--- src/rtl/peak_pair_hasher.sv ---
// Pairs each newly accepted frame of spectral peaks with the peaks of the last
// HIST_DEPTH frames and streams constellation hashes over a valid/ready port.
module peak_pair_hasher #(
    parameter int unsigned PEAKS      = 4,
    parameter int unsigned FREQ_WIDTH = 9,
    parameter int unsigned AMPL_WIDTH = 16,
    parameter int unsigned TIME_WIDTH = 16,
    parameter int unsigned HIST_DEPTH = 3,
    parameter int unsigned DT_WIDTH   = 6
) (
    input  logic                                 CLOCK_50,
    input  logic                                 reset,
    input  logic                                 valid_in,
    input  logic [PEAKS-1:0][AMPL_WIDTH-1:0]     ampl_in,
    input  logic [PEAKS-1:0][FREQ_WIDTH-1:0]     freq_in,
    input  logic [TIME_WIDTH-1:0]                time_in,
    input  logic                                 hash_ready,
    output logic                                 hash_valid,
    output logic [FREQ_WIDTH-1:0]                hash_f_anchor,
    output logic [FREQ_WIDTH-1:0]                hash_f_target,
    output logic [DT_WIDTH-1:0]                  hash_dt,
    output logic [TIME_WIDTH-1:0]                hash_t_anchor,
    output logic                                 busy,
    output logic [7:0]                           frames_dropped
);

    localparam int unsigned PW = (PEAKS > 1) ? $clog2(PEAKS) : 1;
    localparam int unsigned HW = (HIST_DEPTH > 1) ? $clog2(HIST_DEPTH) : 1;
    localparam logic [PW-1:0]         P_LAST = PW'(PEAKS - 1);
    localparam logic [HW-1:0]         H_LAST = HW'(HIST_DEPTH - 1);
    localparam logic [TIME_WIDTH-1:0] DT_MAX = TIME_WIDTH'((1 << DT_WIDTH) - 1);

    typedef enum logic [1:0] {
        S_IDLE,
        S_PAIR,
        S_WAIT,
        S_COMMIT
    } state_e;

    state_e                          state_q;
    logic [HW-1:0]                   h_q;
    logic [PW-1:0]                   a_q;
    logic [PW-1:0]                   t_q;

    // Only "slot holds a peak" matters for pairing, so amplitudes collapse to one bit.
    logic [PEAKS-1:0]                cur_pres_q;
    logic [PEAKS-1:0][FREQ_WIDTH-1:0] cur_freq_q;
    logic [TIME_WIDTH-1:0]           cur_time_q;

    logic [HIST_DEPTH-1:0]           hist_valid_q;
    logic [PEAKS-1:0]                hist_pres_q [HIST_DEPTH];
    logic [PEAKS-1:0][FREQ_WIDTH-1:0] hist_freq_q [HIST_DEPTH];
    logic [TIME_WIDTH-1:0]           hist_time_q [HIST_DEPTH];

    logic                            hash_valid_q;
    logic [FREQ_WIDTH-1:0]           hash_f_anchor_q;
    logic [FREQ_WIDTH-1:0]           hash_f_target_q;
    logic [DT_WIDTH-1:0]             hash_dt_q;
    logic [TIME_WIDTH-1:0]           hash_t_anchor_q;
    logic                            busy_q;
    logic [7:0]                      dropped_q;

    logic [PEAKS-1:0]                pres_in_c;
    logic [TIME_WIDTH-1:0]           dt_c;
    logic                            pair_ok_c;
    logic                            last_c;
    logic [HW-1:0]                   h_d;
    logic [PW-1:0]                   a_d;
    logic [PW-1:0]                   t_d;

    // Pair qualification for the current (h, a, t) and the next index in t-innermost order.
    always_comb begin
        for (int unsigned i = 0; i < PEAKS; i++) begin
            pres_in_c[i] = !ampl_in[i][AMPL_WIDTH-1] && (ampl_in[i] != '0);
        end
        dt_c      = cur_time_q - hist_time_q[h_q];
        pair_ok_c = hist_valid_q[h_q] && hist_pres_q[h_q][a_q] && cur_pres_q[t_q]
                    && (dt_c != '0) && (dt_c <= DT_MAX);
        last_c    = (h_q == H_LAST) && (a_q == P_LAST) && (t_q == P_LAST);
        h_d = h_q;
        a_d = a_q;
        t_d = t_q;
        if (last_c) begin
            h_d = '0;
            a_d = '0;
            t_d = '0;
        end else if (t_q != P_LAST) begin
            t_d = t_q + 1'b1;
        end else begin
            t_d = '0;
            if (a_q != P_LAST) begin
                a_d = a_q + 1'b1;
            end else begin
                a_d = '0;
                h_d = h_q + 1'b1;
            end
        end
    end

    always_ff @(posedge CLOCK_50 or posedge reset) begin
        if (reset) begin
            state_q         <= S_IDLE;
            h_q             <= '0;
            a_q             <= '0;
            t_q             <= '0;
            cur_pres_q      <= '0;
            cur_freq_q      <= '0;
            cur_time_q      <= '0;
            hist_valid_q    <= '0;
            for (int unsigned k = 0; k < HIST_DEPTH; k++) begin
                hist_pres_q[k] <= '0;
                hist_freq_q[k] <= '0;
                hist_time_q[k] <= '0;
            end
            hash_valid_q    <= 1'b0;
            hash_f_anchor_q <= '0;
            hash_f_target_q <= '0;
            hash_dt_q       <= '0;
            hash_t_anchor_q <= '0;
            busy_q          <= 1'b0;
            dropped_q       <= '0;
        end else begin
            if (valid_in && (state_q != S_IDLE) && (dropped_q != 8'hFF)) begin
                dropped_q <= dropped_q + 8'd1;
            end
            case (state_q)
                S_IDLE: begin
                    if (valid_in) begin
                        cur_pres_q <= pres_in_c;
                        cur_freq_q <= freq_in;
                        cur_time_q <= time_in;
                        h_q        <= '0;
                        a_q        <= '0;
                        t_q        <= '0;
                        busy_q     <= 1'b1;
                        state_q    <= S_PAIR;
                    end
                end
                S_PAIR: begin
                    if (pair_ok_c) begin
                        hash_f_anchor_q <= hist_freq_q[h_q][a_q];
                        hash_f_target_q <= cur_freq_q[t_q];
                        hash_dt_q       <= DT_WIDTH'(dt_c);
                        hash_t_anchor_q <= hist_time_q[h_q];
                        hash_valid_q    <= 1'b1;
                        state_q         <= S_WAIT;
                    end else begin
                        h_q     <= h_d;
                        a_q     <= a_d;
                        t_q     <= t_d;
                        state_q <= last_c ? S_COMMIT : S_PAIR;
                    end
                end
                S_WAIT: begin
                    if (hash_ready) begin
                        hash_valid_q <= 1'b0;
                        h_q          <= h_d;
                        a_q          <= a_d;
                        t_q          <= t_d;
                        state_q      <= last_c ? S_COMMIT : S_PAIR;
                    end
                end
                S_COMMIT: begin
                    // Age the history by one frame; the oldest entry falls off the end.
                    for (int unsigned k = 1; k < HIST_DEPTH; k++) begin
                        hist_pres_q[k]  <= hist_pres_q[k-1];
                        hist_freq_q[k]  <= hist_freq_q[k-1];
                        hist_time_q[k]  <= hist_time_q[k-1];
                        hist_valid_q[k] <= hist_valid_q[k-1];
                    end
                    hist_pres_q[0]  <= cur_pres_q;
                    hist_freq_q[0]  <= cur_freq_q;
                    hist_time_q[0]  <= cur_time_q;
                    hist_valid_q[0] <= 1'b1;
                    busy_q          <= 1'b0;
                    state_q         <= S_IDLE;
                end
                default: begin
                    busy_q  <= 1'b0;
                    state_q <= S_IDLE;
                end
            endcase
        end
    end

    assign hash_valid     = hash_valid_q;
    assign hash_f_anchor  = hash_f_anchor_q;
    assign hash_f_target  = hash_f_target_q;
    assign hash_dt        = hash_dt_q;
    assign hash_t_anchor  = hash_t_anchor_q;
    assign busy           = busy_q;
    assign frames_dropped = dropped_q;

endmodule

--- config.mk ---
export PLATFORM = sky130hd
export DESIGN_NAME = peak_pair_hasher
export DESIGN_NICKNAME = d
export VERILOG_FILES = /design/src/rtl/peak_pair_hasher.sv
export SDC_FILE = /design/constraint.sdc
export NUM_CORES = 1
export LEC_CHECK = 0
export ABC_CLOCK_PERIOD_IN_PS = 15740
export BUFFER_PORTS_ARGS = -buffer_cell sky130_fd_sc_hd__buf_2
export CORE_UTILIZATION = 55
export DETAILED_ROUTE_END_ITERATION = 7
export PLACE_DENSITY = 0.76
export SYNTH_ARGS = -nofsm -noshare
export SYNTH_HDL_FRONTEND = slang
export SYNTH_SLANG_ARGS = --single-unit
--- constraint.sdc ---
create_clock -name CLOCK_50 -period 15.74 [get_ports CLOCK_50]
set_input_delay 3.935 -clock CLOCK_50 [delete_from_list [all_inputs] [get_ports CLOCK_50]]
set_output_delay 3.935 -clock CLOCK_50 [all_outputs]
set_load 0.02 [all_outputs]
==> flow_metrics.tcl <==
set metrics [dict create \
    clk_pin_slew_worst_paths_ps 60 \
    overflow 0 \
    wl_per_cell_um 18.7 \
    finalMaxSlewViolations 0 \
    gp_congestion 0.919 \
    via_per_inst 5.74 \
    dp.final_hpwl_um 17700 \
    rsz0062_at_grt "false" \
    final_util_pct 65.1 \
    worst-path-max-fanout 70 \
    nets 1262 \
    dr.pass1.iters 7 \
    finalSetupViolations 0 \
    seq_area_mm2 0.00713 \
    cts_setup_buffers 0 \
    route.detailed.drc 0 \
    cp_slowest_cell "or4_4" \
    critPathMostFrequentCell "buf_4" \
    path_cells "buf_4, nor2b_2, buf_4, nand2_1, o21ai_0, ha_1, inv_1, fa_1, a21o_1, a221oi_2, o21bai_1, a221oi_1, xor2_1, o2111ai_1, or4_4, nand2_2, mux2_2" \
    portBuffers 169 \
    drt_iter0_drc 590 \
    drt_wl_total_um 27300 \
    p_int_w 0.00150 \
    syn_area_per_cell_um2 13.8 \
    combPwrFrac_pct 23.8 \
    syn_area_mm2 0.0132 \
    hold_viol 0 \
    hold_path_class "reg2reg" \
    critPathCaptureType "flop" \
    diodes 0 \
    crit_type "reg2reg" \
    async_flop_share_pct 100 \
    final_antenna_net_count 0 \
    die_h_um 157 \
    switchingPower_w 0.000642 \
    skew_ps 12.2 \
    cts_htree_levels 1 \
    start_util_pct 56.3 \
    ys_warn_count 0 \
    power_frac_clock_pct 32.4 \
    clkSinkCount 285 \
    insertion_delay_ps 550 \
    grt_pass1_vias 8565 \
    reg2reg_depth 17 \
    grt_usage_pct 23.0 \
    power_leakage_nw 7.40 \
    max_freq_mhz 176 \
    required_ps 16180 \
    min_path_cells 2 \
    multiInputGateArea_mm2 0.00584 \
    swShare_pct 30.0 \
    p_seq_share_pct 43.8 \
    postCtsHoldBufs 0 \
    die-area_mm2 0.0247 \
    status "finished, final reports clean" \
    worst_slew_margin_rel_pct 30.6 \
    die_w_um 157 \
    num-fill-cells 1786 \
    io_pins 170 \
    syn-num-nets 1105 \
    fin_crit_ps 5690 \
    cts_tree "yes" \
    grt_max_degree 132 \
    cp_slowest_stage_delay_ps 960 \
    synth-edff-count 0 \
    start_kind "flop" \
    crit_arrival_ps 6130 \
    drive_above_1_share_pct 45.4 \
    num_rows 56 \
    tightestPinTransition_ps 1040 \
    critical-path-top-delay-family "simple AND/OR/NAND/NOR gates" \
    vias 8361 \
    synthCells 961 \
    synth_flop_cell "dfrtp_1" \
    power.density_mw_per_mm2 140 \
    cts_root_buf "clkbuf_16" \
    worst-path-buf-inv 3 \
    cts_made_buffers 30 \
    crit_cells 17 \
    setup_tns_ps 0 \
    antenna_found_initial 0 \
    grt_pass1_wl_um 44600 \
    ctsResizeCount 0 \
    ys_types 58 \
    maxCapViolations 0 \
    peakVddDrop_mv 0.0867 \
    clk_path_buf_depth 3 \
    yosysSeqAreaShare_pct 53.8 \
    core_mm2 0.0235 \
    area_growth_pct 15.7 \
    ys_seq_elements 285 \
    post-route-period-util_pct 36.1 \
]
[layout by cell type, fill, tap and decap left out, types with 7 or more instances in the layout]
master	n
nor3_1	11
nand3_1	7
nor2_1	37
o21ai_1	19
clkbuf_1	10
inv_1	13
buf_2	169
dfrtp_1	283
o21ai_0	21
ha_1	22
nor4_1	12
mux4_2	38
buf_4	10
mux2i_1	27
xor2_1	8
xnor2_1	11
clkbuf_16	31
mux2_4	16
nand2_1	51
mux2_2	227
a21oi_1	35
[per-stage QoR]
step           power, W  setup slack [ps]  hold WS (ps)  std cells  area, µm²
6_report        0.00214             10050           486       1457      15300
5_1_grt         0.00225              9740           495       1457      15300
3_5_place_dp    0.00146              9900           475       1405      14400
4_1_cts         0.00216             10140           489       1457      15300
2_1_floorplan   0.00130              3940           450        961      13200
3_3_place_gp    0.00144              9910           463       1405      14400
[final cells by class]
cell class | instances | area share [%]
clock buffer | 47 | 5.85
clock inverter | 5 | 0.506
inverter | 14 | 0.392
multi-input combinational | 608 | 38.1
sequential | 285 | 46.6
tap | 319 | 2.60
timing repair buffer | 179 | 6.01
[power groups by stage]
stage / clock network [W] / registers [W] / logic, W
after floorplan: 0 / 0.000889 / 0.000415
after global placement: 0 / 0.000946 / 0.000496
after detailed placement: 0 / 0.000951 / 0.000506
after CTS: 0.000707 / 0.000938 / 0.000510
after global routing: 0.000737 / 0.000951 / 0.000560
final: 0.000695 / 0.000938 / 0.000509
[cells in the mapped netlist (16+ instances only)]
cell / instances / area (µm²)
mux2i_1: 27 / 270
nor2_1: 37 / 139
o21ai_1: 19 / 95.1
nand2_1: 52 / 195
clkbuf_1: 36 / 135
mux2_2: 227 / 2560
mux2_4: 16 / 240
o21ai_0: 21 / 105
dfrtp_1: 285 / 7130
ha_1: 23 / 288
a21oi_1: 35 / 175
mux4_2: 38 / 856
[logic make-up after synthesis]
group	synth area share, %
buffers and inverters	2.29
XOR/XNOR	1.26
multiplexers	30.0
adder cells (fa/ha/maj)	2.32
AO/OA/AOI/OAI	5.25
flip-flops	53.8
AND/OR/NAND/NOR	5.05
[tightest hold or removal path, stage by stage, from the launching register on]
cell and delay (ps):
dfrtp_1 330, nand2_1 50, o21ai_1 60
[sequential cells by signal, summed over array words and instances, names as in the netlist]
signal / cells
a_q: 2
hash_valid: 1
cur_freq_q: 36
hash_f_anchor: 9
hash_dt: 6
hash_f_target: 9
hist_freq_q: 108
hist_valid_q: 3
cur_pres_q: 4
busy: 1
hist_pres_q: 12
hist_time_q: 48
state_q: 2
cur_time_q: 16
h_q: 2
frames_dropped: 8
t_q: 2
hash_t_anchor: 16
[per-layer routing]
metal | track usage (%) | vias to the layer above | share of wire, %
met2 | 38.8 | 194 | 49
met4 | 6.98 | 0 | 2.9
met1 | 31.0 | 4261 | 44
met5 | 0 | - | 0
met3 | 3.28 | 52 | 3.9
li1 | - | 3854 | -
[worst paths after layout]
path	from	slack [ps]	end
setup / recovery	h_q[1]	10050	t_q[0]
hold / removal	hash_t_anchor[1]	490	hash_t_anchor[1]
setup reg to reg	h_q[1]	10050	t_q[0]
hold reg to reg	hash_t_anchor[1]	490	hash_t_anchor[1]
max in group asynchronous	reset	10580	h_q[1]
min in group asynchronous	reset	3600	cur_freq_q[16]
Note: power is estimated with default switching activity, not from simulation.
